[src/rtl/sort_pkg.sv]
// sort_pkg: shared FSM encoding and sizing helper for the sequential bubble sorter
package sort_pkg;
  typedef enum logic [1:0] {
    S_IDLE = 2'd0,
    S_SORT = 2'd1,
    S_DONE = 2'd2
  } state_t;
  function automatic int sw_width(input int depth);
    return $clog2(depth * (depth - 1) / 2 + 1);
  endfunction
endpackage

[src/rtl/sort_cmp_swap.sv]
// sort_cmp_swap: one compare-exchange cell; equal operands never swap
module sort_cmp_swap #(
  parameter int WIDTH = 5
) (
  input  logic [WIDTH-1:0] a,
  input  logic [WIDTH-1:0] b,
  input  logic             desc,
  output logic [WIDTH-1:0] lo,
  output logic [WIDTH-1:0] hi,
  output logic             swap
);
  always_comb begin
    swap = desc ? (a < b) : (a > b);
    lo   = swap ? b : a;
    hi   = swap ? a : b;
  end
endmodule

[src/rtl/bubble_sort_seq.sv]
// bubble_sort_seq: in-place bubble sorter, one compare-swap per clock with early exit
module bubble_sort_seq
  import sort_pkg::*;
#(
  parameter  int WIDTH = 5,
  parameter  int DEPTH = 16,
  localparam int PW    = $clog2(DEPTH),
  localparam int SW    = sw_width(DEPTH)
) (
  input  logic             clockcito,
  input  logic             reset_n,
  input  logic [WIDTH-1:0] dato,
  input  logic [PW-1:0]    pos,
  input  logic             almacenar,
  input  logic             ordenar,
  input  logic             descendente,
  output logic [WIDTH-1:0] resultado,
  output logic             ocupado,
  output logic             listo,
  output logic [SW-1:0]    intercambios
);
  localparam logic [PW-1:0] ONE   = PW'(1);
  localparam logic [PW-1:0] LAST0 = PW'(DEPTH - 2);
  localparam logic [PW:0]   DEP   = (PW + 1)'(DEPTH);
  state_t           state_q, state_d;
  logic [WIDTH-1:0] vec_q [DEPTH];
  logic [WIDTH-1:0] vec_d [DEPTH];
  logic [PW-1:0]    p_q, p_d, j_q, j_d, j_nx;
  logic             swp_q, swp_d, desc_q, desc_d;
  logic [SW-1:0]    intercambios_q, intercambios_d;
  logic [WIDTH-1:0] resultado_q, resultado_d, lo, hi;
  logic             ocupado_q, ocupado_d, listo_q, listo_d, swap, in_range;
  assign j_nx     = j_q + ONE;
  assign in_range = {1'b0, pos} < DEP;
  sort_cmp_swap #(.WIDTH(WIDTH)) u_cmp (
    .a   (vec_q[j_q]),
    .b   (vec_q[j_nx]),
    .desc(desc_q),
    .lo  (lo),
    .hi  (hi),
    .swap(swap)
  );
  always_comb begin
    state_d        = state_q;
    vec_d          = vec_q;
    p_d            = p_q;
    j_d            = j_q;
    swp_d          = swp_q;
    desc_d         = desc_q;
    intercambios_d = intercambios_q;
    if (state_q == S_IDLE) begin
      if (almacenar) begin
        if (in_range) vec_d[pos] = dato;
      end else if (ordenar) begin
        state_d        = S_SORT;
        p_d            = '0;
        j_d            = '0;
        swp_d          = 1'b0;
        intercambios_d = '0;
        desc_d         = descendente;
      end
    end else if (state_q == S_SORT) begin
      vec_d[j_q]  = lo;
      vec_d[j_nx] = hi;
      if (swap) begin
        swp_d          = 1'b1;
        intercambios_d = intercambios_q + SW'(1);
      end
      // pass boundary shrinks by one each pass; the swap of this cycle counts toward the pass
      if (j_q == LAST0 - p_q) begin
        if (!swp_d || p_q == LAST0) begin
          state_d = S_DONE;
        end else begin
          p_d   = p_q + ONE;
          j_d   = '0;
          swp_d = 1'b0;
        end
      end else begin
        j_d = j_nx;
      end
    end else begin
      state_d = S_IDLE;
    end
    ocupado_d   = state_d != S_IDLE;
    listo_d     = state_q == S_DONE;
    resultado_d = in_range ? vec_d[pos] : '0;
  end
  always_ff @(posedge clockcito or negedge reset_n) begin
    if (!reset_n) begin
      state_q        <= S_IDLE;
      vec_q          <= '{default: '0};
      p_q            <= '0;
      j_q            <= '0;
      swp_q          <= 1'b0;
      desc_q         <= 1'b0;
      intercambios_q <= '0;
      resultado_q    <= '0;
      ocupado_q      <= 1'b0;
      listo_q        <= 1'b0;
    end else begin
      state_q        <= state_d;
      vec_q          <= vec_d;
      p_q            <= p_d;
      j_q            <= j_d;
      swp_q          <= swp_d;
      desc_q         <= desc_d;
      intercambios_q <= intercambios_d;
      resultado_q    <= resultado_d;
      ocupado_q      <= ocupado_d;
      listo_q        <= listo_d;
    end
  end
  assign resultado    = resultado_q;
  assign ocupado      = ocupado_q;
  assign listo        = listo_q;
  assign intercambios = intercambios_q;
endmodule

[config.mk]
export PLATFORM = sky130hd
export DESIGN_NAME = bubble_sort_seq
export DESIGN_NICKNAME = d
export VERILOG_FILES = /design/src/rtl/sort_pkg.sv /design/src/rtl/sort_cmp_swap.sv /design/src/rtl/bubble_sort_seq.sv
export SDC_FILE = /design/constraint.sdc
export NUM_CORES = 1
export LEC_CHECK = 0
export ABC_AREA = 0
export BUFFER_PORTS_ARGS = -buffer_cell sky130_fd_sc_hd__clkbuf_2
export CORE_MARGIN = 3
export CORE_UTILIZATION = 40
export DETAILED_ROUTE_END_ITERATION = 8
export GPL_ROUTABILITY_DRIVEN = 0
export GPL_TIMING_DRIVEN = 1
export SLEW_MARGIN = 20
export SYNTH_ARGS = -nofsm -noshare
export SYNTH_HDL_FRONTEND = slang
export SYNTH_SLANG_ARGS = --single-unit
[constraint.sdc]
create_clock -name clockcito -period 9.05 [get_ports clockcito]
set_input_delay 2.715 -clock clockcito [delete_from_list [all_inputs] [get_ports clockcito]]
set_output_delay 2.715 -clock clockcito [all_outputs]
set_load 0.02 [all_outputs]
# Yosys cells after proc, flatten, opt, wreduce, memory -nomap -nowiden
# Index checks and enable logic that the tools add are counted.
[op_classes] order_cmp=8 n_reduce_logical=15 n_addsub=4 bitwise_logic=4 n_eq_ne=8 mux=54
[op_table] operator="bitwise mux 80 bit" n=3
[op_table] operator="two-way mux 80 bit" n=3
[op_table] operator="binary-select mux 5 bit (select 4 bit)" n=3
[op_table] operator="demux 5 bit (select 4 bit)" n=3
[op_table] operator="two-way mux 5 bit" n=11
[op_table] operator="two-way mux 4 bit" n=10
[op_table] operator="two-way mux 7 bit" n=5
[op_table] operator="greater-or-equal comparator 5 bit, second input constant" n=3
[op_table] operator="< comparator 5 x 1 -> 1 bit, second input constant" n=3
[op_table] operator="NOT 4 -> 5 bit" n=3
[op_table] operator="two-way mux 2 bit" n=6
[op_table] operator="two-way mux 1 bit" n=10
[op_table] operator="adder 4 x 1 -> 4 bit, second input constant" n=2
[op_table] operator="AND reduction 4 bit" n=2
[op_table] operator="nonzero test 2 bit" n=4
[op_table] operator="adder 7 x 1 -> 7 bit, second input constant" n=1
[op_table] operator="!= test 2 bit, second input constant" n=3
[op_table] operator="AND reduction 3 bit" n=2
[op_table] operator="greater-than comparator 5 bit" n=1
[op_table] operator="< comparator 5 bit" n=1
[op_table] operator="AND reduction 5 bit" n=1
[op_table] operator="equality test 4 bit" n=1
[op_table] operator="equality test 4 bit, second input constant" n=1
[op_table] operator="subtractor 4 bit, first input constant" n=1
[op_table] operator="other kinds (8)" n=10
[word_totals] ff_bits=106 wordCells=118 out_inout_bits=14 in_bits=14

# Logic depth before layout (Yosys ltp)
[depth] ltp_word=17 ltp_mapped=23 mapped_depth_nobuf=16

# Hierarchy
# A second synthesis with hierarchy kept.
[unflattened] hier_cells=1133 hier_area_um2=10581.4
[by_module_without_submodules] mod="bubble_sort_seq" cells_per_inst=1084 instances=1 area_each_um2=10194.8
[by_module_without_submodules] mod="sort_cmp_swap" cells_per_inst=49 instances=1 area_each_um2=386.6

# Worst setup path after synthesis
# No wires, ideal clock.
[synth_path] kind="register to register" from="register j_q[1]" to="register resultado_q[1], in the netlist resultado[1]" path_slack_ns=3.468 setup_ns=0.120 t_arrival_ns=5.462 stages_incl_launch_ff=22 cell_sequence="dfrtp_1 > buf_2 > buf_2 > buf_2 > inv_1 > ha_1 > buf_4 > mux4_1 > o21a_1 > a2111oi_4 > inv_2 > buf_6 > ha_1 > a31oi_1 > a21bo_2 > buf_2 > nand2_1 > o41ai_1 > a222oi_1 > a221oi_1 > or4_1 > and3_1"
[synth_via] elab_chain_cells=15 word_cells_on_any_way=31 classes_between="add/sub: 1; order compare: 6; mux: 20; bitwise: 2; reduce/logical: 2"
[synth_lines] element="start, declared" line="bubble_sort_seq.sv:28" rtl="logic [PW-1:0] p_q, p_d, j_q, j_d, j_nx;"
[synth_lines] element="start signal, assigned" line="bubble_sort_seq.sv:104" rtl="j_q <= j_d;"
[synth_lines] element="adder 4 x 1 -> 4 bit" line="bubble_sort_seq.sv:33" rtl="assign j_nx = j_q + ONE;"
[synth_lines] element="NOT 4 -> 5 bit (not written as such)" line="bubble_sort_seq.sv:37, bubble_sort_seq.sv:64"
[synth_lines] element="binary-select mux 5 bit (select 4 bit)" line="bubble_sort_seq.sv:37" rtl=".b (vec_q[j_nx]),"
[synth_lines] element="two-way mux 5 bit (not written as such) (2 in series)" line="bubble_sort_seq.sv:37"
[synth_lines] element="greater-than comparator 5 bit / < comparator 5 bit (equally long branches)" line="sort_cmp_swap.sv:13" rtl="swap = desc ? (a < b) : (a > b);"
[synth_lines] element="two-way mux 1 bit" line="sort_cmp_swap.sv:13"
[synth_lines] element="two-way mux 5 bit" line="sort_cmp_swap.sv:14" rtl="lo = swap ? b : a;"
[synth_lines] element="bitwise mux 80 bit" line="bubble_sort_seq.sv:63" rtl="vec_d[j_q] = lo;"
[synth_lines] element="bitwise mux 80 bit (*)" line="bubble_sort_seq.sv:64" rtl="vec_d[j_nx] = hi;"
[synth_lines] element="two-way mux 80 bit (*)" line="bubble_sort_seq.sv:62" rtl="end else if (state_q == S_SORT) begin"
[synth_lines] element="two-way mux 80 bit (*)" line="bubble_sort_seq.sv:51" rtl="if (state_q == S_IDLE) begin"
[synth_lines] element="binary-select mux 5 bit (select 4 bit) (*)" line="bubble_sort_seq.sv:86" rtl="resultado_d = in_range ? vec_d[pos] : '0;"
[synth_lines] element="two-way mux 5 bit (not written as such) (*) (2 in series)" line="bubble_sort_seq.sv:86"
[synth_lines] element="via resultado_d[1]" line="bubble_sort_seq.sv:31" rtl="logic [WIDTH-1:0] resultado_q, resultado_d, lo, hi;"
[synth_lines] element="end signal, assigned" line="bubble_sort_seq.sv:108" rtl="resultado_q <= resultado_d;"
[synth_lines] element="end, declared" line="bubble_sort_seq.sv:31"
# Mark *: on every way through the listed nets, which the timed path passes. The rest lies on a longest branch. The select of a mux whose other input is x is not followed.
# A chain may end at the register's enable or synchronous reset.

# Worst setup path after layout
# Ends and elaborated chain as after synthesis.

==> impl_metrics.csv <==
group,metric,value,unit
timing,clock.fmax,131,MHz
worst_setup_path,worstPathRequired,9.31,ns
floorplanning,rows,54,
grt,grtUsageTotal,0.358,
timing,hold_viol_final,0,
finish,num_antenna_cells,0,
yosys,synth_top_area_frac,0.289,
worst_setup_path,path_class,"register to register",
worst_setup_path,cp_slowest_stage_delay,0.87,ns
min_path,hp-class,"register to register",
clocking,clk_path_buf_depth,2,
floorplanning,die_y,157,um
min_path,holdPathEnd,"p_q[3]",
routing,wl_per_cell,32.8,um
worst_setup_path,reg2reg_depth,17,
grt,grt_pass1_wl,64900,um
finish,regArea,2650,sq um
yosys,ys_seq_area_frac,0.289,
yosys,yosysWarningCount,0,
placed_design,io_buffers,27,
yosys,synth_ff_type,"dfrtp_1",
timing,rsz0062_at_grt,"no",
clocking,cts_tree,"yes",
placed_design,dp_hpwl,31400,um
grt,grt_max_degree,69,
clocking,cts_resized,0,
finish,finalNonFillerCells,1358,
floorplanning,coreArea,22200,sq um
floorplanning,dieWidth,157,um
routing,postRouteAntennaNets,0,
min_path,hold_depth,1,
timing,fin_crit_sh,0.842,
finish,final_nets,1103,
routing,finalWirelength,44500,um
worst_setup_path,r2r_end,"resultado[1]",
worst_setup_path,crit_chain,"inv_1 > ha_1 > mux4_2 > o21ai_0 > nand4_1 > clkinv_1 > ha_1 > a21o_1 > a21oi_1 > nand3_1 > nand2_1 > o41ai_1 > buf_4 > a222oi_1 > a221oi_1 > or4_1 > and3_1",
yosys,synthesis.nets,1114,
yosys,synth.ff_latch_count,106,
run_status,outcome,"complete, but fails checks",
min_path,min_from,"p_q[3]",
grt,grt_pass1_vias,9787,
routing,first_pass_iters,9,
clocking,clk_pin_slew,0.08,ns
worst_setup_path,critPathMostFrequentCell,"ha_1",
routing,viasPerCell,7.87,
routing,drt_iter0_drc,2327,
finish,area_delta_synth_final,7.72,%
power_and_ir_drop,cellLeakagePower,4.01,nW
clocking,root_buffer,"clkbuf_16",
clocking,cts_buffers,9,
timing,tightest_slew,1.16,ns
yosys,synth_top_cell_by_area,"dfrtp_1",
timing,slew_headroom,0.223,
finish,fillers,2183,
job,drv_cap,0,
grt,grt_overflow_total,0,
floorplanning,ios,28,
worst_setup_path,cp.arrival,7.88,ns
yosys,syn_area,9170,sq um
timing,finalSetupViolCount,0,
finish,drive_gt1_frac,0.139,
worst_setup_path,path_max_fanout,15,
finish,multiInputGateArea,6070,sq um
floorplanning,initial_core_util,0.414,
grt,antenna_found_initial,1,
worst_setup_path,slowest_stage,"dfrtp_1",
worst_setup_path,r2r_start,"j_q[1]",
timing,tns,0,ns
clocking,ctsHoldBuffers,0,
run_status,violations,"DRC",
power_and_ir_drop,ir_drop,0.237,mV
yosys,async_flop_share,1.00,
timing,min_period,7.62,ns
clocking,postCtsSetupRepairBufs,0,
worst_setup_path,cp-start-kind,"register",
routing,drc,37,
timing,worst_clock_skew,0.00979,ns
routing,via_count,10692,
clocking,clk_latency,0.37,ns
yosys,avgSynthCellArea,8.46,sq um
yosys,syn_inst,1084,
power_and_ir_drop,powerDensity,453,nW/um^2
yosys,ys_top_cells_by_area,"dfrtp_1 (29%), mux4_2 (9.3%), o21ai_0 (5.5%)",
yosys,yosys.cell_types.count,78,
clocking,htreeDepth,3,
worst_setup_path,reg2reg_slack,1.43,ns
timing,finalMaxSlewViolations,0,
worst_setup_path,worstSetupEndpointType,"register",
floorplanning,dieArea,24800,sq um
yosys,synth_edf_count,0,
clocking,clock-sinks,106,
placed_design,place_inst,1342,
-- registers in the layout, summed over array words and instances, names as in the netlist, 2 cells and up --
signal and count:
intercambios 7, resultado 5, p_q 4, j_q 4, state_q 2, vec_q 80
-- stage by stage --
stage | worst slack, ns | hold slack [ns] | power (mW) | area, sq um | utilization
floorplan | 3.47 | 0.479 | 2.80 | 9170 | -
global placement | 1.73 | 0.525 | 3.78 | 9550 | 0.431
detailed placement | 1.51 | 0.531 | 3.80 | 9550 | 0.431
CTS | 1.50 | 0.548 | 4.24 | 9860 | 0.445
global route | 1.22 | 0.592 | 4.59 | 9880 | 0.446
finish | 1.43 | 0.549 | 4.47 | 9880 | 0.446
-- layer usage --
layer | routed length (um) | vias up | share of wire | track usage
met5 | 11 | - | 0.00025 | 0
met4 | 4270 | 2 | 0.096 | 0.215
met3 | 7510 | 330 | 0.17 | 0.155
met2 | 17200 | 1139 | 0.39 | 0.499
met1 | 15500 | 4987 | 0.35 | 0.458
li1 | - | 4234 | - | -
-- worst max-delay path by stage --
stage,from,endpoint,slack [ns],cells after the start
detailed placement,j_q[1],resultado[1],1.51,16
global route,j_q[1],resultado[1],1.22,17
global placement,j_q[1],resultado[3],1.73,16
finish,j_q[1],resultado[1],1.43,17
floorplan,j_q[1],resultado[1],3.47,21
CTS,j_q[1],resultado[1],1.50,16
-- synthesized netlist by cell type (5+ instances only) --
cell	instances
o211ai_1	21
and2_1	18
ha_1	16
a221oi_1	6
nor4_1	5
inv_1	27
clkbuf_1	54
mux2i_1	6
a22o_1	15
buf_1	8
nand3_1	49
a22oi_1	41
a311o_1	6
nand4_1	30
a311oi_1	8
nor2_1	57
buf_2	11
o21ai_0	101
o2111ai_1	6
a221o_1	13
nand2b_1	11
or3_1	10
a21oi_1	69
a31oi_1	25
dfrtp_1	106
or2_2	8
and3_1	15
nand2_1	107
nor3_1	36
mux4_2	38
o22ai_1	8
a211o_1	7
a21bo_2	5
xor2_1	5
nor2b_1	15
a21o_1	10
o221ai_1	18
-- cell usage in the layout (no fill, tap or decap), types with 6 or more instances in the layout --
cell type	instances
or2_2	8
inv_1	27
buf_4	33
and2_1	18
o211ai_1	21
o2111ai_1	6
o221ai_1	18
dfrtp_1	105
or3_1	10
o21ai_0	101
mux2i_1	6
a211o_1	7
o22ai_1	8
a21o_1	10
nand2b_1	11
and3_1	14
nand4_1	30
a22o_1	15
nor3_1	35
mux4_2	38
clkbuf_16	9
nand3_1	49
a21oi_1	69
a221oi_1	6
a311oi_1	7
nor2b_1	14
clkbuf_2	26
nand2_1	107
ha_1	16
a31oi_1	25
a311o_1	6
a221o_1	13
a22oi_1	41
nor2_1	57
-- power breakdown --
| part | switching (mW) | internal (mW) | total [mW] |
|---|---|---|---|
| clock network | 0.212 | 0.220 | 0.432 |
| registers | 0.227 | 0.642 | 0.870 |
| logic | 2.21 | 0.963 | 3.17 |
| total | 2.65 | 1.83 | 4.47 |
-- worst max-delay path: cells and delay by family (launching register included) --
family          cells  cell delay, ns
compound gates      6            1.38
fa+ha+maj           2            1.17
buf+inv             3            1.00
flops               1            0.87
mux                 1            0.60
simple gates        5            2.47
-- logic make-up (layout without fill, tap and decap cells) --
family / after synthesis / in the layout / synth area share
AO/OA/AOI/OAI: 417 / 417 / 0.317
multiplexers: 48 / 48 / 0.108
AND/OR/NAND/NOR: 376 / 376 / 0.203
adder cells (fa/ha/maj): 16 / 16 / 0.0218
XOR/XNOR: 9 / 9 / 0.00860
buffers and inverters: 112 / 106 / 0.0523
flip-flops: 106 / 106 / 0.289
-- final cells by class --
type / instances / area share
inverters: 31 / 0.0118
clock buffers: 9 / 0.0228
flip-flops and latches: 106 / 0.269
clock inverters: 7 / 0.00874
multi-input cells: 866 / 0.614
repair buffers: 59 / 0.0383
well taps: 280 / 0.0355
Note: power is estimated with default switching activity, not from simulation.
